==> config.mk <==
export PLATFORM = sky130hd
export DESIGN_NAME = niu32_mmio_responder
export DESIGN_NICKNAME = d
export VERILOG_FILES = /design/src/rtl/niu32_mmio_responder.sv
export SDC_FILE = /design/constraint.sdc
export NUM_CORES = 1
export LEC_CHECK = 0
export ABC_AREA = 1
export BUFFER_PORTS_ARGS = -buffer_cell sky130_fd_sc_hd__buf_2
export CAP_MARGIN = 15
export CORE_UTILIZATION = 55
export CTS_CLUSTER_DIAMETER = 100
export DETAILED_ROUTE_END_ITERATION = 8
export PLACE_DENSITY = 0.79
export SLEW_MARGIN = 40
export SYNTH_ARGS = -nofsm -noshare
export SYNTH_HDL_FRONTEND = slang
export SYNTH_SLANG_ARGS = --single-unit
==> constraint.sdc <==
create_clock -name clk -period 3.8 [get_ports clk]
set_clock_uncertainty 0.1 [all_clocks]
set_input_delay 0.57 -clock clk [delete_from_list [all_inputs] [get_ports clk]]
set_output_delay 0.57 -clock clk [all_outputs]
set_load 0.01 [all_outputs]
==> src/rtl/niu32_mmio_responder.sv <==
// Niu32 MMIO responder: HEX/LED output registers, debounced KEY,
// sticky key-press flags and synchronized SWITCH behind a one-cycle ack.
module niu32_mmio_responder #(
    parameter int          WORD_SIZE       = 32,
    parameter logic [15:0] DEBOUNCE_CYCLES = 16'd50000,
    parameter logic [31:0] ADDR_HEX        = 32'hFFFF0000,
    parameter logic [31:0] ADDR_LEDR       = 32'hFFFF0020,
    parameter logic [31:0] ADDR_LEDG       = 32'hFFFF0040,
    parameter logic [31:0] ADDR_KEY        = 32'hFFFF0100,
    parameter logic [31:0] ADDR_KEYEDGE    = 32'hFFFF0104,
    parameter logic [31:0] ADDR_SWITCH     = 32'hFFFF0120
) (
    input  logic                 clk,
    input  logic                 reset_n,
    input  logic                 req,
    input  logic                 we,
    input  logic [WORD_SIZE-1:0] addr,
    input  logic [WORD_SIZE-1:0] wdata,
    output logic                 hit,
    output logic                 ack,
    output logic [WORD_SIZE-1:0] rdata,
    input  logic [3:0]           KEY,
    input  logic [9:0]           SWITCH,
    output logic [15:0]          HEX_VAL,
    output logic [9:0]           LEDR,
    output logic [7:0]           LEDG
);

    localparam logic S_IDLE = 1'b0;
    localparam logic S_RESP = 1'b1;

    logic                 state;
    logic                 accept;
    logic                 sel_hex, sel_ledr, sel_ledg;
    logic                 sel_key, sel_kedge, sel_sw;
    logic [WORD_SIZE-1:0] rd_mux;
    logic [3:0]           key_s1, key_s2, key_db, db_next;
    logic [3:0][15:0]     cnt, cnt_next;
    logic [3:0]           key_edge, fall, kedge_clr;
    logic [9:0]           sw_s1, sw_s2;
    logic                 unused_wdata;

    assign unused_wdata = ^wdata[WORD_SIZE-1:16];

    assign hit    = (addr[31:12] == 20'hFFFF0);
    assign accept = req & hit & (state == S_IDLE);
    assign ack    = (state == S_RESP);

    assign sel_hex   = (addr == ADDR_HEX);
    assign sel_ledr  = (addr == ADDR_LEDR);
    assign sel_ledg  = (addr == ADDR_LEDG);
    assign sel_key   = (addr == ADDR_KEY);
    assign sel_kedge = (addr == ADDR_KEYEDGE);
    assign sel_sw    = (addr == ADDR_SWITCH);

    always_comb begin
        rd_mux = '0;
        unique case (1'b1)
            sel_hex:   rd_mux = WORD_SIZE'(HEX_VAL);
            sel_ledr:  rd_mux = WORD_SIZE'(LEDR);
            sel_ledg:  rd_mux = WORD_SIZE'(LEDG);
            sel_key:   rd_mux = WORD_SIZE'(key_db);
            sel_kedge: rd_mux = WORD_SIZE'(key_edge);
            sel_sw:    rd_mux = WORD_SIZE'(sw_s2);
            default:   rd_mux = '0;
        endcase
    end

    // A bit's counter only runs while its synchronized level disagrees
    // with the debounced level; any agreement (a bounce) restarts it.
    always_comb begin
        db_next  = key_db;
        cnt_next = cnt;
        for (int i = 0; i < 4; i++) begin
            if (key_s2[i] == key_db[i]) begin
                cnt_next[i] = '0;
            end else if (cnt[i] + 16'd1 == DEBOUNCE_CYCLES) begin
                db_next[i]  = key_s2[i];
                cnt_next[i] = '0;
            end else begin
                cnt_next[i] = cnt[i] + 16'd1;
            end
        end
    end

    assign fall      = key_db & ~db_next;
    assign kedge_clr = (accept & we & sel_kedge) ? wdata[3:0] : 4'b0;

    always_ff @(posedge clk or negedge reset_n) begin
        if (!reset_n) begin
            key_s1   <= 4'hF;
            key_s2   <= 4'hF;
            key_db   <= 4'hF;
            cnt      <= '0;
            key_edge <= '0;
            sw_s1    <= '0;
            sw_s2    <= '0;
        end else begin
            key_s1   <= KEY;
            key_s2   <= key_s1;
            key_db   <= db_next;
            cnt      <= cnt_next;
            key_edge <= (key_edge & ~kedge_clr) | fall;
            sw_s1    <= SWITCH;
            sw_s2    <= sw_s1;
        end
    end

    always_ff @(posedge clk or negedge reset_n) begin
        if (!reset_n) begin
            state   <= S_IDLE;
            rdata   <= '0;
            HEX_VAL <= '0;
            LEDR    <= '0;
            LEDG    <= '0;
        end else begin
            state <= accept ? S_RESP : S_IDLE;
            rdata <= accept ? rd_mux : '0;
            if (accept && we) begin
                if (sel_hex)  HEX_VAL <= wdata[15:0];
                if (sel_ledr) LEDR    <= wdata[9:0];
                if (sel_ledg) LEDG    <= wdata[7:0];
            end
        end
    end

endmodule

==> run_results.csv, run 1 <==
group,metric,value,unit
sta,slew_violations,0,
grt,busiest_layer,"met2",
yosys,syn_inst,1047,
worst_setup_path,cp.required,3.98,ns
cells_and_area,area_growth,17.1,%
grt,grt_max_degree,68,
power,ir_drop,0.309,mV
worst_setup_path,reg2reg_from,"cnt[17]$_DFF_PN0_",
clock_tree,cts-root-buf,"clkbuf_16",
worst_setup_path,path_buf_inv,1,
worst_setup_path,cp.arrival,2.45,ns
grt,use_met3,6.37,%
cells_and_area,antenna_cells,0,
worst_setup_path,r2r-end,"cnt[24]$_DFF_PN0_",
worst_setup_path,cp_slowest_cell,"nor3_2",
cells_and_area,layout.cells.non_filler,1369,
worst_setup_path,critPathTopFamily,"simple AND/OR/NAND/NOR gates",
cells_and_area,final_area,0.00943,mm^2
sta,hold_viol,16,
power,p_per_area,387,mW/mm^2
placed_design,io_buffers,117,
routing,post_drt_wl_per_cell,13.4,um
cells_and_area,drive_above_1_share,21.4,%
worst_setup_path,rrSetupSlack,1.73,ns
sta,fin_crit,2.27,ns
grt,grt_usage,25.9,%
clock_tree,cts_sinks,151,
yosys,syn-cell-area,0.00805,mm^2
grt,grt.met1_usage,31.7,%
cells_and_area,nets,1262,
worst_setup_path,reg2regPathDepth,12,
clock_tree,postCtsHoldBufs,0,
yosys,ys_ff_latch,151,
status,status,"complete, but fails checks",
die,rows,43,
die,dieArea,0.0151,mm^2
worst_setup_path,cp-start-kind,"input pin",
die,core_area,0.0141,mm^2
grt,grt_pass1_wl,30.3,mm
run,cap_violations,0,
clock_tree,tritoncts,"yes",
sta,tns,0,ns
worst_setup_path,crit_cells,9,
sta,whs,-0.0170,ns
clock_tree,cts_made_buffers,17,
routing,drt_wl_total,18.4,mm
placed_design,placed_cell_area,0.00877,mm^2
clock_tree,htreeDepth,4,
grt,grt_pass1_vias,6625,
clock_tree,postCtsSetupBuffers,0,
worst_setup_path,cp-end-kind,"flip-flop",
die,die_h,123,um
sta,setup_viol,0,
sta,relSlewSlack,51.9,%
routing,viasPerCell,5.13,
sta,tightest_slew,0.717,ns
sta,period_share,59.7,%
yosys,syn_avg_cell_area,7.69,um^2
worst_hold_path,hp-class,"in -> async",
worst_setup_path,path_cells,"buf_2 > nor2_2 > nand3_1 > nor3_2 > nand2_4 > nor2_8 > nand2_2 > nand2_1 > o21ai_1",
sta,timing.fmax,441,MHz
yosys,yosysSeqAreaShare,47.1,%
worst_setup_path,worstPathMaxFanout,20,
placed_design,hpwlAfterDp,13.2,mm
worst_setup_path,crit_type,"in -> reg",
clock_tree,cts_max_path_buffers,2,
yosys,synth_warnings,0,
placed_design,dp.cells,1337,
yosys,synth.distinct_cells,37,
clock_tree,clk_pin_slew,0.06,ns
grt,antenna_found_initial,0,
die,ios,150,
status,failed_checks,"negative hold slack",
routing,drt_iter0_drc,542,
power,leakage,4.79,nW
worst_setup_path,critical_path.max_stage_delay,0.60,ns
routing,drcViolationCount,0,
routing,vias,7025,
grt,use_met2,45.1,%
sta,rsz0062_at_grt,"no",
clock_tree,clock_latency,0.42,ns
routing,first_pass_iters,6,
grt,overflow,0,
placed_design,gp_congestion,0.878,
routing,postRouteAntennaNets,0,
clock_tree,cts_repair_resize_count,0,
die,start_util,57.1,%
die,fp.dieW,123,um
cells_and_area,final_core_utilization,66.9,%
==> cells in the final DEF, fill, tap and decap left out, drive strengths merged <==
master    netlist  final
a21oi           2      2
and2            1      1
buf            24    122
bufinv          0      5
clkbuf          3     21
clkinv          0      4
clkinvlp        0      2
conb            1     16
dfrtp         139    139
dfstp          12     12
ha              4      4
inv           130    130
nand2         355    355
nand3          67     67
nand3b          7      7
nand4          47     47
nor2          192    192
nor3            8      8
nor3b           3      3
o21ai          41     41
o21bai          3      3
or2             1      1
xnor2           3      3
xor2            4      4
==> logic make-up (layout without fill, tap and decap cells) <==
family	count (synthesis)	count (layout)	share of synthesized area, %
and+or+nand+nor	681	681	39.0
xor gates and xnor gates	7	7	0.854
other	1	16	0.0466
AOI/OAI and AO/OA	46	46	3.79
buffers and inverters	157	284	8.62
adders and majority gates	4	4	0.621
DFF	151	151	47.1
==> cell usage after synthesis, drive strengths merged <==
cell,instances,share of area [%]
o21bai,3,0.28
conb,1,0.047
nand2,355,18
nor2,192,11
nor3b,3,0.42
or2,1,0.078
xnor2,3,0.42
dfstp,12,3.9
clkbuf,3,0.14
ha,4,0.62
nand4,47,3.7
nand3,67,4.7
and2,1,0.078
buf,24,2.4
o21ai,41,3.4
dfrtp,139,43
nor3,8,0.75
nand3b,7,0.65
inv,130,6.1
xor2,4,0.43
a21oi,2,0.12
==> power breakdown <==
group | switching, W | internal, W
Sequential | 0.0000190 | 0.00164
Clock | 0.000651 | 0.00120
Combinational | 0.0000949 | 0.0000466
==> worst max-delay path by stage <==
stage               startpoint                      to  slack [ns]
CTS                   addr[13]      rdata[6]$_DFF_PN0_        1.56
detailed placement    addr[13]      rdata[6]$_DFF_PN0_        1.13
floorplan             addr[17]  HEX_VAL[6]$_DFFE_PN0P_        1.85
global route          addr[29]  HEX_VAL[7]$_DFFE_PN0P_        1.39
global placement       addr[1]  HEX_VAL[5]$_DFFE_PN0P_        1.19
finish                 addr[1]     LEDR[6]$_DFFE_PN0P_        1.53
==> layer usage <==
| layer | wire length, um | vias to the layer above |
|---|---|---|
| li1 | - | 3502 |
| met5 | 0 | - |
| met3 | 1260 | 37 |
| met1 | 7710 | 3247 |
| met2 | 9040 | 239 |
| met4 | 395 | 0 |
==> registers in the layout, indices dropped and copies added, names as in the netlist <==
name and cells:
HEX_VAL 16, LEDG 8, sw_s2 10, sw_s1 10, LEDR 10, key_s1 4, cnt 64, key_s2 4
rdata 16, ack 1, key_db 4, key_edge 4
==> per-stage QoR <==
| step | power, W | hold WS [ns] | setup WS, ns |
|---|---|---|---|
| after detailed placement | 0.00183 | 0.236 | 1.13 |
| after global placement | 0.00182 | 0.232 | 1.19 |
| after CTS | 0.00367 | 0.00148 | 1.56 |
| final | 0.00365 | -0.0170 | 1.53 |
| after global routing | 0.00377 | 0.0276 | 1.39 |
| after floorplan | 0.00175 | 0.174 | 1.85 |
==> final cells by class <==
class	count	area, um^2
Timing Repair Buffer	122	642
Tap cell	180	225
Inverter	130	488
Clock buffer	21	460
Clock inverter	11	196
Multi-Input combinational cell	754	3620
Fill cell	1184	4670
Sequential cell	151	3790
Power figures use the tool's default switching activity.
==> inputs of run 2 (changes only) <==
--- a/config.mk
+++ b/config.mk
@@ -8,10 +8,10 @@
 export ABC_AREA = 1
 export BUFFER_PORTS_ARGS = -buffer_cell sky130_fd_sc_hd__buf_2
 export CAP_MARGIN = 15
-export CORE_UTILIZATION = 55
+export CORE_UTILIZATION = 51
 export CTS_CLUSTER_DIAMETER = 100
 export DETAILED_ROUTE_END_ITERATION = 8
-export PLACE_DENSITY = 0.79
+export PLACE_DENSITY = 0.77
 export SLEW_MARGIN = 40
 export SYNTH_ARGS = -nofsm -noshare
 export SYNTH_HDL_FRONTEND = slang
==> constraint.sdc (replaced) <==
create_clock -name clk -period 2 [get_ports clk]
set_clock_uncertainty 0.1 [all_clocks]
set_input_delay 0.3 -clock clk [delete_from_list [all_inputs] [get_ports clk]]
set_output_delay 0.3 -clock clk [all_outputs]
set_load 0.01 [all_outputs]
==> run_results.csv, run 2 (synthesis gave the netlist of run 1 again) <==
group,metric,value,unit
cells_and_area,regArea,0.00380,mm^2
worst_hold_path,hp-class,"in -> reg",
placed_design,hpwlAfterDp,13.5,mm
cells_and_area,antenna_cells,0,
sta,hold_viol,0,
cells_and_area,regMostFlops,"cnt",
cells_and_area,largest_reg_flops,64,
routing,vias,7296,
cells_and_area,area_growth,26.4,%
clock_tree,cts_made_buffers,17,
die,dieArea,0.0163,mm^2
clock_tree,clock_latency,0.43,ns
clock_tree,cts_max_path_buffers,2,
routing,drcViolationCount,0,
placed_design,dp_slack,-0.00743,ns
clock_tree,tritoncts,"yes",
routing,postRouteAntennaNets,0,
routing,first_pass_iters,5,
grt,grt_pass1_wl,31.1,mm
sta,slew_violations,0,
clock_tree,cts_sinks,151,
die,ios,150,
worst_setup_path,cp_slowest_cell,"dfrtp_1",
die,rows,45,
cells_and_area,final_cell_mix,"323 x nand2_1, 145 x nor2_1, 135 x dfrtp_1",
placed_design,dp.cells,1393,
worst_setup_path,critical_path.max_stage_delay,0.42,ns
grt,grt_max_degree,42,
power,leakage,5.11,nW
worst_setup_path,cp-start-kind,"flip-flop",
worst_setup_path,crit_top_cell,"nand2_1",
status,failed_checks,"negative setup slack",
worst_setup_path,path_cells,"ha_4 > nand3_2 > nor2_4 > nand2_1 > nand2_1 > nand2_1 > inv_1 > nand2_1 > nor2_4 > nand3_4 > nand2_1 > nor2_1",
worst_setup_path,cp-end-kind,"flip-flop",
sta,rsz0062_at_grt,"yes",
die,core_area,0.0153,mm^2
cells_and_area,layout.cells.non_filler,1460,
sta,period_share,100,%
die,fp.dieW,128,um
grt,grt_pass1_vias,6698,
placed_design,gp_congestion,0.896,
sta,setup_slack,-0.00219,ns
grt,grt_usage,24.4,%
worst_setup_path,critPathTopFamily,"simple AND/OR/NAND/NOR gates",
worst_setup_path,cp.arrival,2.22,ns
worst_setup_path,path_buf_inv,1,
cells_and_area,multi_input_comb_area,0.00391,mm^2
grt,antenna_found_initial,0,
sta,timing.fmax,499,MHz
placed_design,io_buffers,117,
die,die_h,128,um
run,cap_violations,0,
cells_and_area,nets,1322,
die,start_util,52.6,%
worst_setup_path,cp.required,2.22,ns
clock_tree,cts-root-buf,"clkbuf_16",
power,p_per_area,654,mW/mm^2
cells_and_area,final_common_cell,"nand2_1",
power,ir_drop,0.600,mV
sta,relSlewSlack,51.7,%
sta,fin_crit,2.00,ns
routing,drt_iter0_drc,534,
cells_and_area,n_fill_cell,1287,
worst_setup_path,crit_type,"reg -> reg",
routing,post_drt_wl_per_cell,13.4,um
grt,overflow,0,
cells_and_area,largestRegisters,"cnt (64), HEX_VAL (16), rdata (16)",
cells_and_area,final_core_utilization,66.5,%
sta,tightest_slew,0.719,ns
status,status,"complete, but fails checks",
clock_tree,htreeDepth,4,
cells_and_area,drive_above_1_share,26.7,%
routing,viasPerCell,5.00,
sta,setup_viol,1,
clock_tree,clk_pin_slew,0.07,ns
routing,drt_wl_total,19.6,mm
worst_setup_path,worstPathMaxFanout,5,
-- run 2: where the power goes --
part,switching (W),internal [W],total (W)
registers,0.0000407,0.00311,0.00315
logic,0.000205,0.000148,0.000353
clock network,0.00136,0.00179,0.00315
-- run 2: path summary, 6_finish.rpt --
check,start,to,slack (ns),depth (start not counted)
worst max-delay path,cnt[1]$_DFF_PN0_,cnt[4]$_DFF_PN0_,-0.002,12
worst min-delay path,wdata[10],HEX_VAL[10]$_DFFE_PN0P_,0.02,3
worst max register to register,cnt[1]$_DFF_PN0_,cnt[4]$_DFF_PN0_,-0.002,12
worst min register to register,sw_s1[6]$_DFF_PN0_,sw_s2[6]$_DFF_PN0_,0.25,0
max in group asynchronous,reset_n,key_db[0]$_DFF_PN1_,0.89,3
min in group asynchronous,reset_n,cnt[49]$_DFF_PN0_,0.25,2
-- run 2: metal layers --
metal  vias to the layer above  routed length [um]  GRT usage [%]
met4                         0                 410           9.20
met2                       211                9740           41.6
li1                       3640                   -              -
met3                        34                1220           5.76
met1                      3411                8210           30.2
met5                         -                   0              0
-- run 2: per-stage QoR --
step                hold WS [ns]  total power (W)  area, um^2   TNS, ns
CTS                     0.000870          0.00667        9790         0
global placement           0.137          0.00349        9010         0
floorplan                -0.0956          0.00333        8110         0
detailed placement         0.140          0.00350        9010  -0.00743
global route              0.0143          0.00688       10200     -2.10
finish                    0.0154          0.00666       10200  -0.00219
-- run 2: timing repair --
action / in CTS / in global routing
endpoints found under the hold margin: 50 / 0
hold buffers: 19 / 0
pin swaps: 1 / 25
resized for setup: 2 / 67
cloned: 0 / 2
endpoints found under the setup margin: 19 / 37
setup buffers: 1 / 13
-- run 2: tightest hold or removal path, delay by kind of cell --
family / cells / cell delay, ns
and+or+nand+nor: 2 / 0.14
buffers and inverters: 1 / 0.08
-- run 2: area by class of cell --
cell class | instances | share of cell area [%]
flip-flops and latches | 151 | 37.3
clock buffers | 19 | 4.35
repair buffers | 180 | 11.2
well taps | 211 | 2.59
inverters | 130 | 4.79
multi-input cells | 756 | 38.4
clock inverters | 13 | 1.33
